[src/rtl/spi_master.sv]
// rtl/spi_master.sv - single-byte SPI initiator with START/BUSY/DONE handshake, all four CPOL/CPHA modes
module spi_master #(
   parameter int CLK_DIV = 2
) (
   input  logic       PCLK,
   input  logic       PRESET,
   input  logic       START,
   input  logic [1:0] MODE,
   input  logic [7:0] TX_DATA,
   input  logic       MISO,
   output logic       SCK,
   output logic       SS_N,
   output logic       MOSI,
   output logic [7:0] RX_DATA,
   output logic       BUSY,
   output logic       DONE
);

   typedef enum logic [1:0] {
      S_IDLE,
      S_LEAD,
      S_XFER,
      S_TRAIL
   } state_t;

   // Last value of the half-period counter; a "tick" ends one SCK half-period.
   localparam logic [7:0] DIV_LAST = 8'(CLK_DIV - 1);

   state_t     state_q,   state_d;
   logic [7:0] div_q,     div_d;
   logic [4:0] edge_q,    edge_d;
   logic [1:0] mode_q,    mode_d;
   logic [7:0] tx_sh_q,   tx_sh_d;
   logic [7:0] rx_sh_q,   rx_sh_d;
   logic       sck_q,     sck_d;
   logic       ss_n_q,    ss_n_d;
   logic       mosi_q,    mosi_d;
   logic [7:0] rx_data_q, rx_data_d;
   logic       busy_q,    busy_d;
   logic       done_q,    done_d;

   logic       tick;
   logic [4:0] k;

   assign tick = (div_q == DIV_LAST);
   // Index of the SCK edge that the next tick produces (1..16).
   assign k    = edge_q + 5'd1;

   // Next-state and output logic; LEAD and XFER share the edge engine since
   // LEAD simply ends with the first SCK edge.
   always_comb begin
      state_d   = state_q;
      div_d     = div_q;
      edge_d    = edge_q;
      mode_d    = mode_q;
      tx_sh_d   = tx_sh_q;
      rx_sh_d   = rx_sh_q;
      sck_d     = sck_q;
      ss_n_d    = ss_n_q;
      mosi_d    = mosi_q;
      rx_data_d = rx_data_q;
      busy_d    = busy_q;
      done_d    = 1'b0;

      case (state_q)
         S_IDLE: begin
            // Idle SCK level follows CPOL so it is settled before SS_N falls.
            sck_d  = MODE[1];
            div_d  = 8'd0;
            edge_d = 5'd0;
            if (START) begin
               mode_d  = MODE;
               tx_sh_d = TX_DATA;
               rx_sh_d = 8'h00;
               ss_n_d  = 1'b0;
               busy_d  = 1'b1;
               mosi_d  = TX_DATA[7];
               state_d = S_LEAD;
            end
         end

         S_LEAD, S_XFER: begin
            if (!tick) begin
               div_d = div_q + 8'd1;
            end else begin
               div_d   = 8'd0;
               sck_d   = ~sck_q;
               edge_d  = k;
               state_d = (k == 5'd16) ? S_TRAIL : S_XFER;
               if (k[0]) begin
                  // Leading edge: CPHA=1 launches data, CPHA=0 captures.
                  if (mode_q[0]) begin
                     mosi_d  = tx_sh_q[7];
                     tx_sh_d = {tx_sh_q[6:0], 1'b0};
                  end else begin
                     rx_sh_d = {rx_sh_q[6:0], MISO};
                  end
               end else begin
                  // Trailing edge: CPHA=1 captures, CPHA=0 launches the next
                  // bit except after the final edge, where MOSI just holds.
                  if (mode_q[0]) begin
                     rx_sh_d = {rx_sh_q[6:0], MISO};
                  end else if (k != 5'd16) begin
                     mosi_d  = tx_sh_q[6];
                     tx_sh_d = {tx_sh_q[6:0], 1'b0};
                  end
               end
            end
         end

         S_TRAIL: begin
            sck_d = mode_q[1];
            if (!tick) begin
               div_d = div_q + 8'd1;
            end else begin
               div_d     = 8'd0;
               ss_n_d    = 1'b1;
               busy_d    = 1'b0;
               done_d    = 1'b1;
               rx_data_d = rx_sh_q;
               state_d   = S_IDLE;
            end
         end

         default: begin
            state_d = S_IDLE;
         end
      endcase
   end

   // State and output registers; reset aborts any transfer on the spot.
   always_ff @(posedge PCLK) begin
      if (PRESET) begin
         state_q   <= S_IDLE;
         div_q     <= 8'd0;
         edge_q    <= 5'd0;
         mode_q    <= 2'b00;
         tx_sh_q   <= 8'h00;
         rx_sh_q   <= 8'h00;
         sck_q     <= 1'b0;
         ss_n_q    <= 1'b1;
         mosi_q    <= 1'b0;
         rx_data_q <= 8'h00;
         busy_q    <= 1'b0;
         done_q    <= 1'b0;
      end else begin
         state_q   <= state_d;
         div_q     <= div_d;
         edge_q    <= edge_d;
         mode_q    <= mode_d;
         tx_sh_q   <= tx_sh_d;
         rx_sh_q   <= rx_sh_d;
         sck_q     <= sck_d;
         ss_n_q    <= ss_n_d;
         mosi_q    <= mosi_d;
         rx_data_q <= rx_data_d;
         busy_q    <= busy_d;
         done_q    <= done_d;
      end
   end

   assign SCK     = sck_q;
   assign SS_N    = ss_n_q;
   assign MOSI    = mosi_q;
   assign RX_DATA = rx_data_q;
   assign BUSY    = busy_q;
   assign DONE    = done_q;

endmodule

[config.mk]
export PLATFORM = sky130hd
export DESIGN_NAME = spi_master
export DESIGN_NICKNAME = d
export VERILOG_FILES = /design/src/rtl/spi_master.sv
export SDC_FILE = /design/constraint.sdc
export NUM_CORES = 1
export LEC_CHECK = 0
export BUFFER_PORTS_ARGS = -buffer_cell sky130_fd_sc_hd__buf_2
export CAP_MARGIN = 5
export CELL_PAD_IN_SITES_DETAIL_PLACEMENT = 0
export CELL_PAD_IN_SITES_GLOBAL_PLACEMENT = 1
export CORE_UTILIZATION = 34
export CTS_BUF_LIST = sky130_fd_sc_hd__clkbuf_8
export DETAILED_ROUTE_END_ITERATION = 8
export PLACE_DENSITY_LB_ADDON = 0.1
export SLEW_MARGIN = 20
export SYNTH_ARGS = -nofsm -noshare
export SYNTH_HDL_FRONTEND = slang
export SYNTH_SLANG_ARGS = --single-unit
[constraint.sdc]
create_clock -name PCLK -period 2.3 [get_ports PCLK]
set_input_delay 0 -clock PCLK [delete_from_list [all_inputs] [get_ports PCLK]]
set_output_delay 0 -clock PCLK [all_outputs]
set_load 0.005 [all_outputs]
==> metrics.yaml <==
run_status:
  status: "finished, final reports clean"
yosys:
  synth_edf_count: 0
  synthesis.nets: 262
  ys_ff_latch: 46
  synth.distinct_cells: 38
  synth_adder_area_share: 0.0343
  synth_top_area_frac: 0.421
  post-synth-top-area-cell: "dfxtp_1"
  avgSynthCellArea_um2: 9.04
  synthXorXnorAreaFrac: 0.0360
  synth.yosys.seq_area_share: 0.421
  yosys_warnings: 0
  yosys-top-cells-area: "dfxtp_1 (42%), mux2i_1 (11%), nor2_1 (6.9%), ha_1 (3.4%), o41ai_1 (3.2%)"
  netlist_area_um2: 2190
  synthArstFlopShare: 0
  synthSimpleGateAreaFrac: 0.215
  synthCells: 242
  synth_compound_area_frac: 0.138
  synth_top_family_by_area: "simple AND/OR/NAND/NOR gates"
  synth_ff_type: "dfxtp_1"
  synth_mux_area_frac: 0.115
grt:
  grt_antenna_before_repair: 0
  grt_pass1_vias: 1655
  grt_overflow: 0
  grt_pass1_wl_um: 7670
  grt_max_degree: 32
  grt_use_total: 0.149
finish:
  final_common_cell: "dfxtp_1"
  fillers: 623
  final_cell_mix: "dfxtp_1 (46), nor2_1 (40), buf_2 (26)"
  final_cells: 358
  antenna_cells: 0
  multi_input_area_um2: 1180
  finish.utilization: 0.437
  fin_nets: 302
  seq_area_um2: 921
  syn_to_final_growth_pct: 21.1
  layout-drive-gt1-share: 0.201
  fin_area_um2: 2650
sta:
  clock_skew_ps: 9.10
  tns_ps: 0
  finalCritPeriodShare: 0.883
  relSlewSlack: 0.575
  setup_viol: 0
  worst_pin_slew_ps: 635
  hold_slack_ps: 14.8
  fmax_mhz: 492
  min_period_ps: 2030
  maxSlewViolCount: 0
  finalHoldViolations: 0
  rsz0062_at_grt: "false"
critical_path:
  crit_buf_inv: 3
  startpoint_type: "flip-flop"
  slowest_stage: "nor2_1"
  cp_max_fo: 18
  crit_path_cell_trace: "inv_1 -> ha_1 -> inv_1 -> nor2_1 -> or3_1 -> buf_4 -> o21ai_0 -> o41ai_1"
  crit_family: "simple AND/OR/NAND/NOR gates"
  worstPathArrival_ps: 2240
  required_ps: 2510
  cpMostUsedCell: "inv_1"
  worstSetupPathType: "reg2reg"
  end_kind: "flip-flop"
  cpPeakStageDelay_ps: 520
die:
  die_y_um: 82.2
  die_x_um: 82.2
  initial_core_util: 0.361
  core_um2: 6060
  top_level_ports: 27
  fp-row-count: 28
  die_area_um2: 6760
clock_tree:
  clock_path_buffers: 2
  clk_latency_ps: 300
  path_clk_slew_ps: 90
  htree_num_levels: 2
  cts_tree: "yes"
  root_buffer: "clkbuf_8"
  cts_buffers: 5
  cts_sinks: 46
flow_run:
  drv_cap: 0
place:
  numPortBuffers: 26
  postPlaceCellArea_um2: 2450
  routabilityCongestion: 0.767
  dpl.cell_count: 343
  place_hpwl_um: 3130
routing:
  route.met3.wl_um: 132
  route.detailed.vias_per_inst: 4.91
  drt_iter0_markers: 72
  wl_per_cell_um: 12.7
  ant_nets: 0
  wl_met1_um: 2430
  drt-total-wl_um: 4540
  drc: 0
  top_layer: "met4"
  vias: 1757
  dr.pass1.iters: 4
  met2WireLength_um: 1920
power:
  p_clk_frac: 0.324
  p_switching_mw: 0.546
  p_seq_frac: 0.456
  peakVddDrop_uv: 248
  pwr_density_cell_nw_per_um2: 719
  leakage_nw: 1.14
  p_int_mw: 1.36
  combPwrFrac: 0.219
  swShare: 0.287
worst_hold_path:
  min_path_type: "in2reg"
==> cells in the mapped netlist, types with 3 or more instances <==
cell       n
a211oi_1   3
a21oi_1   10
a31oi_1    3
and2_1     8
and3_1     3
clkbuf_1   9
dfxtp_1   46
ha_1       6
inv_1      8
mux2i_1   24
nand2_1    7
nand2b_1   3
nand3_1   10
nor2_1    40
nor2b_1    9
o21ai_0   13
o41ai_1    8
xnor2_1    3
xor2_1     6
==> power groups by stage <==
stage          Clock [mW]  Sequential [mW]  Combinational [mW]
5_1_grt             0.671            0.877               0.469
4_1_cts             0.641            0.869               0.423
3_5_place_dp            0            0.887               0.413
3_3_place_gp            0            0.888               0.415
6_report            0.618            0.869               0.417
2_1_floorplan           0            0.885               0.289
==> logic make-up (layout without fill, tap and decap cells) <==
group	after synthesis	after routing
AND/OR/NAND/NOR	91	91
adder cells (fa/ha/maj)	6	6
flip-flops	46	46
multiplexers	25	25
AO/OA/AOI/OAI	44	44
buffers and inverters	21	62
XOR/XNOR	9	9
==> metal layers <==
| metal | track usage | up-vias |
|---|---|---|
| met2 | 0.224 | 26 |
| met5 | 0 | - |
| li1 | - | 925 |
| met4 | 0.0474 | 0 |
| met1 | 0.205 | 800 |
| met3 | 0.0418 | 6 |
==> final cells by class <==
class | instances | share of cell area
Inverter | 8 | 0.0113
Sequential cell | 46 | 0.348
Clock inverter | 3 | 0.0165
Tap cell | 75 | 0.0354
Clock buffer | 5 | 0.0260
Timing Repair Buffer | 46 | 0.115
Multi-Input combinational cell | 175 | 0.448
==> worst min-delay path, stage by stage <==
cell and delay, ps:
buf_2 90, mux2i_1 110, o41ai_1 70
==> worst paths after layout <==
check              from    endpoint  slack, ps  cells after the start
max          state_q[1]  tx_sh_q[2]        270                      8
min reg2reg   mode_q[1]   mode_q[1]        470                      2
max reg2reg  state_q[1]  tx_sh_q[2]        270                      8
min          TX_DATA[4]  tx_sh_q[4]         10                      3
==> state kept, by name (all words and copies together), names as in the netlist, 2 cells and up <==
name and flops:
edge_q 5, rx_sh_q 8, state_q 2, div_q 8
RX_DATA 8, tx_sh_q 8, mode_q 2
==> through the flow <==
stage / worst slack, ps / power, mW
floorplan: 152 / 1.17
global placement: 110 / 1.30
detailed placement: 36.3 / 1.30
CTS: 51.8 / 1.93
global route: 18.0 / 2.02
finish: 269 / 1.90
==> what timing repair did <==
action                                 4_1_cts  5_1_grt
resized for setup                            0        1
hold buffers                                 5        0
setup buffers                                0        2
endpoints found under the hold margin        3        0
setup endpoints to repair                    0        9
No activity file was read; power rests on OpenSTA's default activity.
